===== src/rtl/lvdt_sync_demod.sv =====
`timescale 1ns/1ps
// Synchronous demodulator for the LVDT chain. It decodes a thermometer ADC word and synchronises the excitation.
// It accumulates +/- samples over N_PER excitation periods and reports a saturating window sum and excitation loss.
module lvdt_sync_demod #(
    parameter int N_BITS  = 5,
    parameter int N_PER   = 4,
    parameter int ACC_W   = 16,
    parameter int TIMEOUT = 64,
    localparam int CW     = $clog2(N_BITS + 1)
) (
    input  logic              mclk,
    input  logic              mrst_n,
    input  logic              en,
    input  logic [N_BITS-1:0] adcbits,
    input  logic              inp,
    output logic [CW-1:0]     code,
    output logic              code_err,
    output logic [ACC_W-1:0]  result,
    output logic              result_valid,
    output logic              result_sat,
    output logic              no_exc
);

    localparam int SW = CW + 2;
    localparam int PW = $clog2(N_PER + 1);
    localparam int TW = $clog2(TIMEOUT + 1);
    localparam logic signed [SW-1:0] NB_S = SW'(N_BITS);

    localparam logic [1:0] ST_IDLE = 2'd0;
    localparam logic [1:0] ST_ARM  = 2'd1;
    localparam logic [1:0] ST_ACC  = 2'd2;

    logic [CW-1:0]        code_q, code_d;
    logic                 code_err_q, code_err_d;
    logic                 dec_zero;
    logic                 sync1_q, sync1_d;
    logic                 inp_s_q, inp_s_d;
    logic                 inp_prev_q, inp_prev_d;
    logic signed [SW-1:0] s_q, s_d;
    logic signed [SW-1:0] demod;
    logic [ACC_W:0]       demod_ext;
    logic [ACC_W:0]       acc_sum;
    logic [ACC_W-1:0]     acc_clamped;
    logic                 clip;
    logic                 rise, any_edge, tmo_hit;

    logic [1:0]           state_q, state_d;
    logic [ACC_W-1:0]     acc_q, acc_d;
    logic [PW-1:0]        per_q, per_d;
    logic [TW-1:0]        tmo_q, tmo_d;
    logic                 wsat_q, wsat_d;
    logic [ACC_W-1:0]     result_q, result_d;
    logic                 result_valid_q, result_valid_d;
    logic                 result_sat_q, result_sat_d;
    logic                 no_exc_q, no_exc_d;

    // Level is the run of ones from bit 0; any one above the first zero is a bubble.
    always_comb begin
        code_d     = '0;
        code_err_d = 1'b0;
        dec_zero   = 1'b0;
        for (int i = 0; i < N_BITS; i++) begin
            if (!adcbits[i]) begin
                dec_zero = 1'b1;
            end else if (dec_zero) begin
                code_err_d = 1'b1;
            end else begin
                code_d = CW'(i + 1);
            end
        end
    end

    // The extra sample stage lines s up with inp_s, which trails its input by two edges.
    always_comb begin
        sync1_d    = inp;
        inp_s_d    = sync1_q;
        inp_prev_d = inp_s_q;
        s_d        = $signed({1'b0, code_q, 1'b0}) - NB_S;
        rise       = inp_s_q & ~inp_prev_q;
        any_edge   = inp_s_q ^ inp_prev_q;
        demod      = inp_s_q ? s_q : -s_q;
        demod_ext  = {{(ACC_W + 1 - SW){demod[SW-1]}}, demod};
    end

    always_comb begin
        acc_sum = {acc_q[ACC_W-1], acc_q} + demod_ext;
        clip    = acc_sum[ACC_W] ^ acc_sum[ACC_W-1];
        if (!clip) begin
            acc_clamped = acc_sum[ACC_W-1:0];
        end else if (acc_sum[ACC_W]) begin
            acc_clamped = {1'b1, {(ACC_W - 1){1'b0}}};
        end else begin
            acc_clamped = {1'b0, {(ACC_W - 1){1'b1}}};
        end
    end

    // A rise is always an edge, so it can never coincide with a timeout hit.
    always_comb begin
        state_d        = state_q;
        acc_d          = acc_q;
        per_d          = per_q;
        tmo_d          = tmo_q;
        wsat_d         = wsat_q;
        result_d       = result_q;
        result_sat_d   = result_sat_q;
        result_valid_d = 1'b0;
        no_exc_d       = no_exc_q & ~rise;
        tmo_hit        = 1'b0;
        if (!en) begin
            state_d = ST_IDLE;
            acc_d   = '0;
            per_d   = '0;
            tmo_d   = '0;
            wsat_d  = 1'b0;
        end else begin
            if (state_q != ST_IDLE) begin
                if (any_edge) begin
                    tmo_d = '0;
                end else if (tmo_q == TW'(TIMEOUT - 1)) begin
                    tmo_d    = '0;
                    tmo_hit  = 1'b1;
                    no_exc_d = 1'b1;
                end else begin
                    tmo_d = tmo_q + 1'b1;
                end
            end
            case (state_q)
                ST_IDLE: begin
                    state_d = ST_ARM;
                    acc_d   = '0;
                    per_d   = '0;
                    tmo_d   = '0;
                    wsat_d  = 1'b0;
                end
                ST_ARM: begin
                    if (rise) begin
                        acc_d   = demod_ext[ACC_W-1:0];
                        per_d   = '0;
                        wsat_d  = 1'b0;
                        state_d = ST_ACC;
                    end
                end
                ST_ACC: begin
                    if (tmo_hit) begin
                        acc_d   = '0;
                        per_d   = '0;
                        wsat_d  = 1'b0;
                        state_d = ST_ARM;
                    end else if (rise && per_q == PW'(N_PER - 1)) begin
                        result_d       = acc_q;
                        result_sat_d   = wsat_q;
                        result_valid_d = 1'b1;
                        acc_d          = demod_ext[ACC_W-1:0];
                        per_d          = '0;
                        wsat_d         = 1'b0;
                    end else begin
                        acc_d  = acc_clamped;
                        wsat_d = wsat_q | clip;
                        if (rise) begin
                            per_d = per_q + 1'b1;
                        end
                    end
                end
                default: state_d = ST_IDLE;
            endcase
        end
    end

    always_ff @(posedge mclk or negedge mrst_n) begin
        if (!mrst_n) begin
            code_q         <= '0;
            code_err_q     <= 1'b0;
            sync1_q        <= 1'b0;
            inp_s_q        <= 1'b0;
            inp_prev_q     <= 1'b0;
            s_q            <= '0;
            state_q        <= ST_IDLE;
            acc_q          <= '0;
            per_q          <= '0;
            tmo_q          <= '0;
            wsat_q         <= 1'b0;
            result_q       <= '0;
            result_valid_q <= 1'b0;
            result_sat_q   <= 1'b0;
            no_exc_q       <= 1'b0;
        end else begin
            code_q         <= code_d;
            code_err_q     <= code_err_d;
            sync1_q        <= sync1_d;
            inp_s_q        <= inp_s_d;
            inp_prev_q     <= inp_prev_d;
            s_q            <= s_d;
            state_q        <= state_d;
            acc_q          <= acc_d;
            per_q          <= per_d;
            tmo_q          <= tmo_d;
            wsat_q         <= wsat_d;
            result_q       <= result_d;
            result_valid_q <= result_valid_d;
            result_sat_q   <= result_sat_d;
            no_exc_q       <= no_exc_d;
        end
    end

    assign code         = code_q;
    assign code_err     = code_err_q;
    assign result       = result_q;
    assign result_valid = result_valid_q;
    assign result_sat   = result_sat_q;
    assign no_exc       = no_exc_q;

endmodule


===== config.mk =====
export PLATFORM = sky130hd
export DESIGN_NAME = lvdt_sync_demod
export DESIGN_NICKNAME = d
export VERILOG_FILES = /design/src/rtl/lvdt_sync_demod.sv
export SDC_FILE = /design/constraint.sdc
export NUM_CORES = 1
export LEC_CHECK = 0
export CORE_MARGIN = 2
export CORE_UTILIZATION = 33
export CTS_CLUSTER_SIZE = 20
export DETAILED_ROUTE_END_ITERATION = 8
export SLEW_MARGIN = 20
export SYNTH_ARGS = -nofsm -noshare
export SYNTH_HDL_FRONTEND = slang
export SYNTH_SLANG_ARGS = --single-unit
export TNS_END_PERCENT = 5

===== constraint.sdc =====
create_clock -name mclk -period 4.2 [get_ports mclk]
set_input_delay 0.42 -clock mclk [delete_from_list [all_inputs] [get_ports mclk]]
set_output_delay 0.42 -clock mclk [all_outputs]
set_load 0.02 [all_outputs]

==> flow_summary.yaml, run 1 <==
setup_path:
  required_ps: 4440
  worstSetupStartpointType: "flip-flop"
  max_stage_delay_ps: 500
  worstPathMaxFanout: 16
  arrival_ps: 4010
  worstPathCellList: "inv_1 > ha_1 > a21oi_1 > xnor2_1 > inv_1 > ha_1 > a21o_1 > a31o_1 > a311o_1 > or3b_1 > o211ai_2 > buf_4 > a21oi_1 > o31ai_1"
  worstSetupPathType: "flip-flop to flip-flop"
  cp_slowest_cell: "ha_1"
  crit_path_end_kind: "flip-flop"
  critPathTopFamily: "compound AO/OA/AOI/OAI gates"
  cp_num_buf_inv: 3
power_and_ir_drop:
  netSwitchingFraction_pct: 32.73
  p_switching_uw: 520.5
  internal_power_mw: 1.070
  power_frac_seq_pct: 40.3
  vdd_ir_drop_max_uv: 173.9
  leakagePower_nw: 1.925
  clkPwrFrac_pct: 31.6
  p_comb_share_pct: 28.1
  p_per_area_nw_per_um2: 380.9
floorplanning:
  dieWidth_um: 107.9
  coreArea_um2: 10420
  row_count: 37
  ios: 32
  start_util_pct: 34.20
  die_h_um: 107.9
  design.die.area_um2: 11640
cts:
  cts.path.max_buffers: 2
  cts_made_buffers: 9
  htree_levels: 3
  path_clk_slew_ps: 60
  cts-root-buf: "clkbuf_8"
  post_cts_buffers: 0
  clock_latency_ps: 350
  cts.sinks: 60
  cts_tree: "yes"
  holdBufCountCts: 0
  cts-resized-gates: 0
synth:
  syn_area_um2: 3562
  synthAdderAreaFrac_pct: 10.75
  synth_mux_area_share_pct: 6.393
  synth_area_leaders: "dfrtp_1 42%, ha_1 10%, mux2_2 5.7%, a21oi_1 4.6%, o21ai_0 3.4%"
  yosys_warnings: 0
  ys_ff_latch: 60
  yosys.area_share.simple_pct: 13.73
  synth-xor-area-share_pct: 4.917
  synth_top_area_share_pct: 42.15
  synth_top_family_by_area: "compound AO/OA/AOI/OAI gates"
  ys_seq_area_share_pct: 42.15
  syn_area_per_cell_um2: 9.759
  syn-num-nets: 404
  async_reset_ff_share_pct: 100.0
  yosysTopAreaCell: "dfrtp_1"
  ys.flop_type: "dfrtp_1"
  synth_compound_area_share_pct: 18.76
  netlist_instances: 365
  yosysUniqueCellTypes: 56
  synth_edf_count: 0
layout:
  drive_gt1_share_pct: 9.975
  area_growth_pct: 17.21
  diodes: 0
  nets: 436
global_routing:
  grt_pass1_wl_um: 13000
  grt-ovfl-total: 0
  grt_max_degree: 61
  antenna_found_initial: 0
  grt_usage_pct: 14.33
  grt_pass1_vias: 2673
timing:
  worst-slew-pin-transition_ps: 922.4
  skew_ps: 12.50
  worst_hold_slack_ps: 215.1
  maxSlewViolCount: 0
  post-route-min-period_ps: 3766
  rsz0062_at_grt: "false"
  setup_tns_ps: 0
  timing.fmax_ghz: 0.2655
  setup_violations: 0
  fin_crit_sh_pct: 89.68
  finalHoldViolCount: 0
  relSlewSlack_pct: 38.34
hold_path:
  worstHoldPathType: "input pin to asynchronous set/reset pin"
status:
  status: "complete, no violations"
route:
  wl_per_cell_um: 13.98
  drt-total-wl_um: 7507
  drc: 0
  drt_iter0_markers: 170
  ant_nets: 0
  dr.pass1.iters: 4
  viasPerCell: 5.177
  vias: 2780
placement:
  routabilityCongestion: 0.8903
  io_buffers: 31
  dp_hpwl_um: 5685
flow_run:
  maxCapViolations: 0
[logic make-up after synthesis]
| group | count (synthesis) |
|---|---|
| other | 1 |
| AO/OA/AOI/OAI | 105 |
| buffers and inverters | 26 |
| XOR/XNOR | 20 |
| multiplexers | 20 |
| flip-flops | 60 |
| AND/OR/NAND/NOR | 103 |
| adder cells (fa/ha/maj) | 30 |
[flip-flops by register name (all words and copies together) (netlist names), 2 cells and up]
register and flops:
tmo_q 7, code 3, per_q 3, state_q 2
s_q 5, acc_q 16, result 16
[synth_stat cells (all sizes together), types with 2 or more instances]
| cell type | number |
|---|---|
| a21boi | 2 |
| ha | 29 |
| o21a | 3 |
| and2 | 3 |
| nand3 | 11 |
| nor2b | 2 |
| a21oi | 34 |
| nand3b | 2 |
| dfrtp | 60 |
| xnor2 | 10 |
| and3 | 3 |
| mux2 | 19 |
| xor2 | 10 |
| a31oi | 2 |
| nand2b | 4 |
| a22oi | 4 |
| buf | 3 |
| o21ai | 30 |
| a211oi | 6 |
| inv | 14 |
| or3 | 5 |
| clkbuf | 9 |
| o211ai | 5 |
| nor3 | 9 |
| nor2 | 30 |
| a21o | 4 |
| nand4 | 3 |
| o31ai | 4 |
| nand2 | 26 |
| or2 | 2 |
[layer usage]
metal	up-vias	wire length (um)	global-route usage, %
met2	48	3321	21.29
li1	1380	-	-
met5	-	0	0
met4	0	124	4.945
met3	8	314	4.479
met1	1344	3748	19.65
[power by group through the flow]
stage	registers [mW]	clock network [mW]	logic (mW)
6_report	0.641	0.503	0.446
5_1_grt	0.646	0.548	0.513
4_1_cts	0.641	0.526	0.448
3_5_place_dp	0.652	0	0.446
3_3_place_gp	0.651	0	0.444
2_1_floorplan	0.644	0	0.345
[layout by cell type (no fill, tap or decap), drive strengths merged, types with 2 or more instances in the layout]
cell type,Yosys,layout
a211oi,6,6
a21boi,2,2
a21o,4,4
a21oi,34,34
a22oi,4,4
a31oi,2,2
and2,3,3
and3,3,3
buf,3,3
clkbuf,9,13
clkdlybuf4s50,0,30
dfrtp,60,60
ha,29,29
inv,14,14
mux2,19,19
nand2,26,26
nand2b,4,4
nand3,11,11
nand3b,2,2
nand4,3,3
nor2,30,30
nor2b,2,2
nor3,9,9
o211ai,5,5
o21a,3,3
o21ai,30,30
o31ai,4,4
or2,2,2
or3,5,5
xnor2,10,10
xor2,10,10
[layout make-up]
| cell class | count | area [um^2] |
|---|---|---|
| flip-flops and latches | 60 | 1501 |
| clock buffers | 13 | 148.9 |
| inverters | 14 | 52.55 |
| multi-input cells | 279 | 1947 |
| clock inverters | 2 | 35.03 |
| fillers | 1034 | 6241 |
| well taps | 136 | 170.2 |
| repair buffers | 33 | 320.3 |
[stage by stage]
step                      cell area (um^2)  utilization, %  std cells  setup WS (ps)  power (mW)
final                                 4175           40.08        537          433.6       1.590
after detailed placement              3991           38.32        522          445.2       1.098
after global routing                  4175           40.08        537          108.6       1.707
after floorplan                       3562               -        365          793.0      0.9892
after global placement                3991           38.32        522          529.7       1.095
after CTS                             4175           40.08        537          428.1       1.615
[worst paths after layout]
check                      slack (ps)                      to  cells after the start               from
max                               430    acc_q[0]$_DFFE_PN0P_                     14   s_q[0]$_DFF_PN0_
min                               220  result[12]$_DFFE_PN0P_                      2             mrst_n
max reg2reg                       430    acc_q[0]$_DFFE_PN0P_                     14   s_q[0]$_DFF_PN0_
min in group mclk                 350    inp_prev_d$_DFF_PN0_                      0  inp_s_d$_DFF_PN0_
min reg2reg                       350    inp_prev_d$_DFF_PN0_                      0  inp_s_d$_DFF_PN0_
max in group asynchronous        3470      code_err$_DFF_PN0_                      2             mrst_n
(Power assumes the default switching activity.)
==> inputs of run 2 (changes only) <==
Settings changed: ABC_AREA from default to 1, CORE_UTILIZATION 33 to 50, PLACE_DENSITY from default to 0.7.
==> flow_summary.yaml, run 2 <==
synth:
  syn_area_per_cell_um2: 7.310
  synthAdderAreaFrac_pct: 9.574
  async_reset_ff_share_pct: 100.0
  syn-num-nets: 586
  yosysTopAreaCell: "dfrtp_1"
  syn_area_um2: 3999
  synth_top_family_by_area: "simple AND/OR/NAND/NOR gates"
  synth_mux_area_share_pct: 0
  synth.most_common_cell: "nand2_1"
  ys_seq_area_share_pct: 37.55
  yosys-top-cells-count: "237 x nand2_1, 60 x dfrtp_1, 56 x inv_1"
  yosys.area_share.simple_pct: 35.58
  yosys_warnings: 0
  synth_edf_count: 0
  synth_area_leaders: "dfrtp_1 38%, nand2_1 22%, ha_1 9.1%, inv_1 5.3%, nand2_2 3.3%"
  synth-xor-area-share_pct: 2.847
  synth_compound_area_share_pct: 6.477
  yosysUniqueCellTypes: 39
  ys_ff_latch: 60
  netlist_instances: 547
  ys.flop_type: "dfrtp_1"
  synth_top_area_share_pct: 37.55
timing:
  rsz0062_at_grt: "false"
  timing.fmax_ghz: 0.3148
  finalHoldViolCount: 0
  setup_tns_ps: 0
  fin_crit_sh_pct: 75.64
  setup_violations: 0
  maxSlewViolCount: 0
  worst-slew-pin-transition_ps: 942.4
  post-route-min-period_ps: 3177
  skew_ps: 13.05
  relSlewSlack_pct: 37.17
layout:
  final_cell_count_no_fill: 688
  fillers: 720
  diodes: 0
  postLayoutCoreUtil_pct: 59.15
  drive_gt1_share_pct: 11.60
  final_cell_mix: "237 x nand2_1, 60 x dfrtp_1, 56 x inv_1"
  multi_input_area_um2: 2182
  post-route-cell-area_um2: 4571
  nets: 620
  area_growth_pct: 14.30
  seqCellArea_um2: 1501
  mostFrequentLayoutCell: "nand2_1"
global_routing:
  grt_pass1_vias: 3269
  antenna_found_initial: 0
  grt_usage_pct: 21.56
  grt_max_degree: 44
  grt_pass1_wl_um: 14710
  grt-ovfl-total: 0
setup_path:
  worstSetupStartpointType: "flip-flop"
  crit_path_end_kind: "flip-flop"
  required_ps: 4430
  worstPathCellList: "inv_1 > ha_1 > nand2_1 > o21ai_0 > xnor2_1 > buf_4 > ha_1 > nand2_1 > nand2_1 > nand2_2 > nand2_1 > a21oi_2 > nand2_2 > nand2_2 > nand4_4 > nand2_1 > nand2_1 > nand2_1 > nand2_1 > nand2_1 > nand2_1"
  worstSetupPathType: "flip-flop to flip-flop"
  worstPathMaxFanout: 17
  cp_num_buf_inv: 2
  critPathTopFamily: "simple AND/OR/NAND/NOR gates"
  arrival_ps: 3400
  cpMostUsedCell: "nand2_1"
  cp_slowest_cell: "dfrtp_1"
  max_stage_delay_ps: 390
power_and_ir_drop:
  p_per_area_nw_per_um2: 433.1
  leakagePower_nw: 2.578
  vdd_ir_drop_max_uv: 401.8
route:
  ant_nets: 0
  drt-total-wl_um: 8569
  drt_iter0_markers: 130
  dr.pass1.iters: 4
  drc: 0
  vias: 3377
  wl_per_cell_um: 12.45
  viasPerCell: 4.908
hold_path:
  worstHoldPathType: "input pin to asynchronous set/reset pin"
cts:
  clock_latency_ps: 340
  cts-resized-gates: 0
  cts_made_buffers: 9
  holdBufCountCts: 0
  htree_levels: 3
  cts.path.max_buffers: 2
  post_cts_buffers: 0
  cts_tree: "yes"
  cts-root-buf: "clkbuf_8"
  cts.sinks: 60
  path_clk_slew_ps: 70
placement:
  placedCellCount: 672
  io_buffers: 31
  routabilityCongestion: 0.9339
  placed_cell_area_um2: 4372
  dp_hpwl_um: 6451
floorplanning:
  ios: 32
  dieWidth_um: 93.43
  row_count: 32
  coreArea_um2: 7727
  die_h_um: 93.43
  design.die.area_um2: 8729
  start_util_pct: 51.75
status:
  status: "complete, no violations"
flow_run:
  maxCapViolations: 0
run 2: changes by cell type in the layout (fill, tap and decap cells not counted), sizes merged, moves of 5 or more:
cell    before  now
nand2       26  262
nand3       11   18
o21ai       30   17
xor2        10    4
inv         14   65
mux2        19    0
a21oi       34   16
a211oi       6    0
or3          5    0
run 2: layout make-up:
cell class,count,share of cell area (%)
multi-input combinational,413,47.74
timing repair buffer,33,7.008
clock inverter,6,1.341
clock buffer,10,3.011
sequential,60,32.85
tap,102,2.792
inverter,64,5.256
run 2: kinds of logic (layout without fill, tap and decap cells):
logic type,Yosys count,count (layout)
adders and majority gates,30,30
DFF,60,60
other,1,1
xor gates and xnor gates,13,13
and+or+nand+nor,326,326
AOI/OAI and AO/OA,43,43
buffers and inverters,74,113
run 2: final timing paths:
path / endpoint / slack (ps) / startpoint / depth (start not counted)
min: result[8]$_DFFE_PN0P_ / 220 / mrst_n / 1
min reg2reg: inp_prev_d$_DFF_PN0_ / 350 / inp_s_d$_DFF_PN0_ / 0
max reg2reg: acc_q[10]$_DFFE_PN0P_ / 1020 / s_q[0]$_DFF_PN0_ / 21
max in group asynchronous: per_q[2]$_DFFE_PN0P_ / 3190 / mrst_n / 2
max: acc_q[10]$_DFFE_PN0P_ / 1020 / s_q[0]$_DFF_PN0_ / 21
min in group mclk: inp_prev_d$_DFF_PN0_ / 350 / inp_s_d$_DFF_PN0_ / 0
run 2: per-stage QoR:
step                power, mW  hold slack [ps]  setup WS, ps
floorplan               1.310            124.4         890.3
global placement        1.442            336.5          1108
detailed placement      1.457            341.3          1057
CTS                     1.995            270.5          1029
global route            2.146            294.4         691.8
finish                  1.979            216.2          1023
run 2: metal layers:
| metal | wire length, um | vias to the layer above | share of wire (%) | global-route usage (%) |
|---|---|---|---|---|
| li1 | - | 1765 | - | - |
| met1 | 3810 | 1544 | 44 | 26.61 |
| met2 | 4262 | 53 | 50 | 37.17 |
| met3 | 307 | 15 | 3.6 | 4.351 |
| met4 | 189 | 0 | 2.2 | 7.966 |
| met5 | 0 | - | 0 | 0 |
run 2: where the power goes:
| group | switching [mW] | internal, mW | leakage (nW) | total (mW) |
|---|---|---|---|---|
| clock | 0.242 | 0.289 | 0.102 | 0.531 |
| combinational | 0.507 | 0.268 | 1.68 | 0.775 |
| sequential | 0.0452 | 0.628 | 0.798 | 0.673 |
==> inputs of run 3 (changes only) <==
Settings changed: PLACE_DENSITY 0.7 to 0.73.
Clock period 4.2 ns to 2.6 ns, I/O delays scaled along.
==> flow_summary.yaml, run 3 (synthesized netlist as in run 2, its figures left out) <==
cts:
  cts_tree: "yes"
  cts.path.max_buffers: 2
  htree_levels: 3
  path_clk_slew_ps: 70
  cts.sinks: 60
  cts_made_buffers: 9
  cts-root-buf: "clkbuf_8"
  clock_latency_ps: 340
placement:
  dp_hpwl_um: 7168
  routabilityCongestion: 0.8814
  io_buffers: 31
  placedCellCount: 725
layout:
  nets: 685
  area_growth_pct: 38.70
  final_cell_mix: "221 x nand2_1, 60 x dfrtp_1, 60 x buf_4"
  drive_gt1_share_pct: 25.81
  mostFrequentLayoutCell: "nand2_1"
  diodes: 0
  postLayoutCoreUtil_pct: 71.78
  final_cell_count_no_fill: 753
power_and_ir_drop:
  p_per_area_nw_per_um2: 686.3
  power_mw: 3.807
  leakagePower_nw: 2.997
  p_switching_mw: 1.523
  vdd_ir_drop_max_uv: 430.4
  netSwitchingFraction_pct: 40.01
  clkPwrFrac_pct: 22.5
  p_comb_share_pct: 48.2
  internal_power_mw: 2.284
  power_frac_seq_pct: 29.3
setup_path:
  worstSetupStartpointType: "flip-flop"
  required_ps: 2840
  startpoint: "s_q[0]$_DFF_PN0_"
  reg2reg_slack_ps: -320
  rr_worst_depth: 24
  r2r_start: "s_q[0]$_DFF_PN0_"
  worstSetupPathType: "flip-flop to flip-flop"
  crit_path_end_kind: "flip-flop"
  arrival_ps: 3150
  r2r_end: "acc_q[9]$_DFFE_PN0P_"
  worstPathMaxFanout: 7
route:
  viasPerCell: 5.035
  ant_nets: 0
  wl_per_cell_um: 13.69
  drt_iter0_markers: 209
  drc: 0
  dr.pass1.iters: 5
  drt-total-wl_um: 10310
  vias: 3791
flow_run:
  maxCapViolations: 0
timing:
  worst_hold_slack_ps: 359.0
  maxSlewViolCount: 0
  skew_ps: 9.079
  worst-slew-pin-transition_ps: 696.7
  setup_tns_ps: -4469
  timing.fmax_ghz: 0.3427
  rsz0062_at_grt: "true"
  fin_crit_sh_pct: 112.2
  setup_violations: 17
  post-route-min-period_ps: 2918
  fin_ws_ps: -318.3
  relSlewSlack_pct: 53.38
  finalHoldViolCount: 0
hold_path:
  holdPathStages: 1
  min_from: "inp"
  hold_end: "inp_s_d$_DFF_PN0_"
  worstHoldPathType: "input pin to flip-flop"
global_routing:
  antenna_found_initial: 0
  grt_max_degree: 29
  grt_usage_pct: 24.90
  grt_pass1_wl_um: 16910
  grt-ovfl-total: 0
  grt_pass1_vias: 3731
status:
  status: "finished, violations left"
  violations: "setup timing"
floorplanning:
  die_h_um: 93.43
  row_count: 32
  dieWidth_um: 93.43
  design.die.area_um2: 8729
  start_util_pct: 51.75
  ios: 32
  coreArea_um2: 7727
[run 3: repair_timing]
| action | in CTS | in global routing |
|---|---|---|
| setup endpoints to repair | 17 | 17 |
| gates resized for setup | 53 | 16 |
| cloned | 3 | 0 |
| hold endpoints to repair | 21 | 0 |
| pin swaps | 20 | 27 |
| buffers inserted | 6 | 2 |
| hold buffers | 1 | 0 |
[run 3: metrics by stage]
step                      instance area, um^2  setup slack, ps
final                                    5547           -318.3
after CTS                                5453           -278.1
after global routing                     5547           -497.6
after global placement                   4826           -536.5
after detailed placement                 4826           -635.1
after floorplan                          4055           -350.9
[run 3: critical path: stages (launching register included)]
cell and delay, ps:
dfrtp_1 400, inv_2 90, ha_4 150, nand2_4 50, o21ai_4 170, xnor2_4 130, buf_12 170, buf_6 120
ha_4 300, nand2_4 80, nor2_4 100, nand3_2 100, nand2_4 90, buf_4 130, nand2_1 80, nand3_1 80
nand2_1 70, nand2_1 100, nand2_2 50, nand2_1 60, nand2_1 50, nand2_1 60, nand2_1 50, nand2_1 70
nand2_1 50
[run 3: area by class of cell]
cell class              instances  area, um^2
clock buffers                  12       155.1
clock inverters                 4       47.55
fillers                       562        2181
inverters                      64       240.2
multi-input cells             415        2641
flip-flops and latches         60        1501
well taps                     102       127.6
repair buffers                 96       833.3
[run 3: how the worst max path moves through the flow]
stage                             to  slack, ps  depth (start not counted)
2_1_floorplan   acc_q[4]$_DFFE_PN0P_       -350                         23
3_3_place_gp   acc_q[11]$_DFFE_PN0P_       -540                         22
3_5_place_dp   acc_q[13]$_DFFE_PN0P_       -640                         22
4_1_cts        acc_q[13]$_DFFE_PN0P_       -280                         24
5_1_grt         acc_q[8]$_DFFE_PN0P_       -500                         22
6_report        acc_q[9]$_DFFE_PN0P_       -320                         24
[run 3: power groups by stage]
stage | registers, mW | clock network (mW) | logic [mW]
after CTS | 1.11 | 0.883 | 1.74
after floorplan | 1.09 | 0 | 1.05
final | 1.11 | 0.858 | 1.83
after global routing | 1.12 | 0.927 | 2.03
after detailed placement | 1.12 | 0 | 1.48
after global placement | 1.11 | 0 | 1.44
[run 3: routing by layer]
metal	global-route usage (%)	vias to the layer above	wire [um]
met5	0	-	0
met4	10.29	0	245
met3	3.948	17	318
met2	44.84	78	5477
met1	29.31	1787	4268
li1	-	1909	-
==> RTL change (flow settings as in run 1) <==
The output `code_err` loses its register stage (`code_err_q` becomes a continuous assignment).
--- a/src/rtl/lvdt_sync_demod.sv
+++ b/src/rtl/lvdt_sync_demod.sv
@@ -169,7 +169,6 @@
     always_ff @(posedge mclk or negedge mrst_n) begin
         if (!mrst_n) begin
             code_q         <= '0;
-            code_err_q     <= 1'b0;
             sync1_q        <= 1'b0;
             inp_s_q        <= 1'b0;
             inp_prev_q     <= 1'b0;
@@ -185,7 +184,6 @@
             no_exc_q       <= 1'b0;
         end else begin
             code_q         <= code_d;
-            code_err_q     <= code_err_d;
             sync1_q        <= sync1_d;
             inp_s_q        <= inp_s_d;
             inp_prev_q     <= inp_prev_d;
@@ -202,6 +200,8 @@
         end
     end
 
+    assign code_err_q = code_err_d;
+
     assign code         = code_q;
     assign code_err     = code_err_q;
     assign result       = result_q;
Function: changed (a bounded check fails within 4 cycles, from zero or initial values and one cycle with mrst_n low).
==> RTL change against run 1 <==
Global-route usage is 1.5 points higher. Final area is 3.9% higher. Wire length is 16% higher. Combinational power is 41% higher. Hold slack worse by 0.0013 ns. Die area is 3.1% higher. Fmax is 1.4% higher. Sequential cell count is 1 lower. First-iteration DRC count is 29% lower. Power is 21% higher. Synthesized cell count is 0.55% lower. Setup slack better by 0.051 ns. Area after synthesis is 3.3% higher. Utilization is 0.079 points lower.
==> RTL change: results (changes against run 1) <==
outcome: "finished, final reports clean"
crit_path_max_fanout: 18  # +2
placed_cells: 526  # +0.77%
synthAdderAreaFrac: 0.104  # -0.00340
p_leak_nw: 1.99  # +3.1%
synth.area.mux_share: 0.0551  # -0.00882
synth_commonest_cells: "59 x dfrtp_1, 41 x nand2_1, 29 x ha_1, 23 x nor2_1, 21 x a21oi_1"
reg2reg_slack_ns: 0.48  # +0.05 ns
grt_pass1_vias: 2993  # +12%
synth_top_cells_by_area: "dfrtp_1 40%, ha_1 9.9%, mux2_2 5.5%"
synth_compound_area_frac: 0.205  # +0.0179
skew_ns: 0.0123  # -0.000182 ns
place_congestion: 0.854  # -4.1%
cp.arrival_ns: 3.92  # -0.09 ns
ir_worst_vdd_uv: 230  # +32%
dp_hpwl_um: 6180  # +8.7%
synth_cell_types: 69  # +23%
grt_pass1_wl_um: 14600  # +12%
dr_wl_met2_um: 4070  # +23%
grt_max_degree: 60  # -1.6%
synth_top_area_frac: 0.401  # -0.0201
drtIter0Drc: 121  # -29%
routed-wl-met3_um: 407  # +30%
fill_cells: 1100  # +6.4%
synthXorXnorAreaFrac: 0.0429  # -0.00632
wl_met1_um: 3990  # +6.5%
critPathSlowestCell: "o21ai_2"
placed_area_mm2: 0.00410  # +2.6%
syn-num-nets: 402  # -0.50%
via_per_inst: 5.35  # +3.2%
avgSynthCellArea_um2: 10.1  # +3.8%
finalWirelength_um: 8690  # +16%
synth-seq-area-share: 0.401  # -0.0201
dp_worst_setup_slack_ns: 0.493  # +0.0482 ns
tightest_slew_ns: 0.759  # -0.163 ns
gr-usage-all-layers: 0.159  # +0.0155
## RTL change: cell types whose count changed in the layout (fill, tap and decap cells not counted), moves of 5 or more
| cell | run 1 | this run |
|---|---|---|
| o21ai_0 | 24 | 14 |
| o21ai_2 | 0 | 7 |
| nor3_1 | 9 | 4 |
| nor2_1 | 30 | 23 |
| a21oi_1 | 33 | 21 |
| nand2_1 | 26 | 41 |
## RTL change: layer usage
layer | up-vias | global-route usage
li1 | 1400 | -
met1 | 1400 | 0.198
met2 | 77 | 0.264
met3 | 20 | 0.0356
met4 | 0 | 0.0669
met5 | - | 0
## RTL change: cell type report
class                      instances  share of cell area
sequential                        59               0.340
tap                              140              0.0404
inverter                          13              0.0113
timing repair buffer              36              0.0791
clock inverter                     5              0.0231
clock buffer                      11              0.0326
multi-input combinational        278               0.473
## RTL change: final timing paths
| kind | from | depth (start not counted) | end |
|---|---|---|---|
| worst min register to register | inp_s_d | 0 | inp_prev_d |
| worst max register to register | s_q[0] | 13 | acc_q[10] |
| max in group asynchronous | mrst_n | 2 | acc_q[2] |
| worst min-delay path | mrst_n | 2 | tmo_q[5] |
| min in group mclk | inp_s_d | 0 | inp_prev_d |
| worst max-delay path | s_q[0] | 13 | acc_q[10] |
## RTL change: power breakdown
group / internal [W] / switching (W) / total, W
Combinational: 0.000233 / 0.000395 / 0.000628
Clock: 0.000408 / 0.000234 / 0.000642
Sequential: 0.000608 / 0.0000415 / 0.000650
Total: 0.00125 / 0.000670 / 0.00192
## RTL change: through the flow
step,power (W),util,hold WS (ns)
3_3_place_gp,0.00126,0.378,0.349
6_report,0.00192,0.400,0.214
2_1_floorplan,0.00114,-,0.124
3_5_place_dp,0.00128,0.378,0.349
5_1_grt,0.00203,0.400,0.276
4_1_cts,0.00194,0.400,0.248
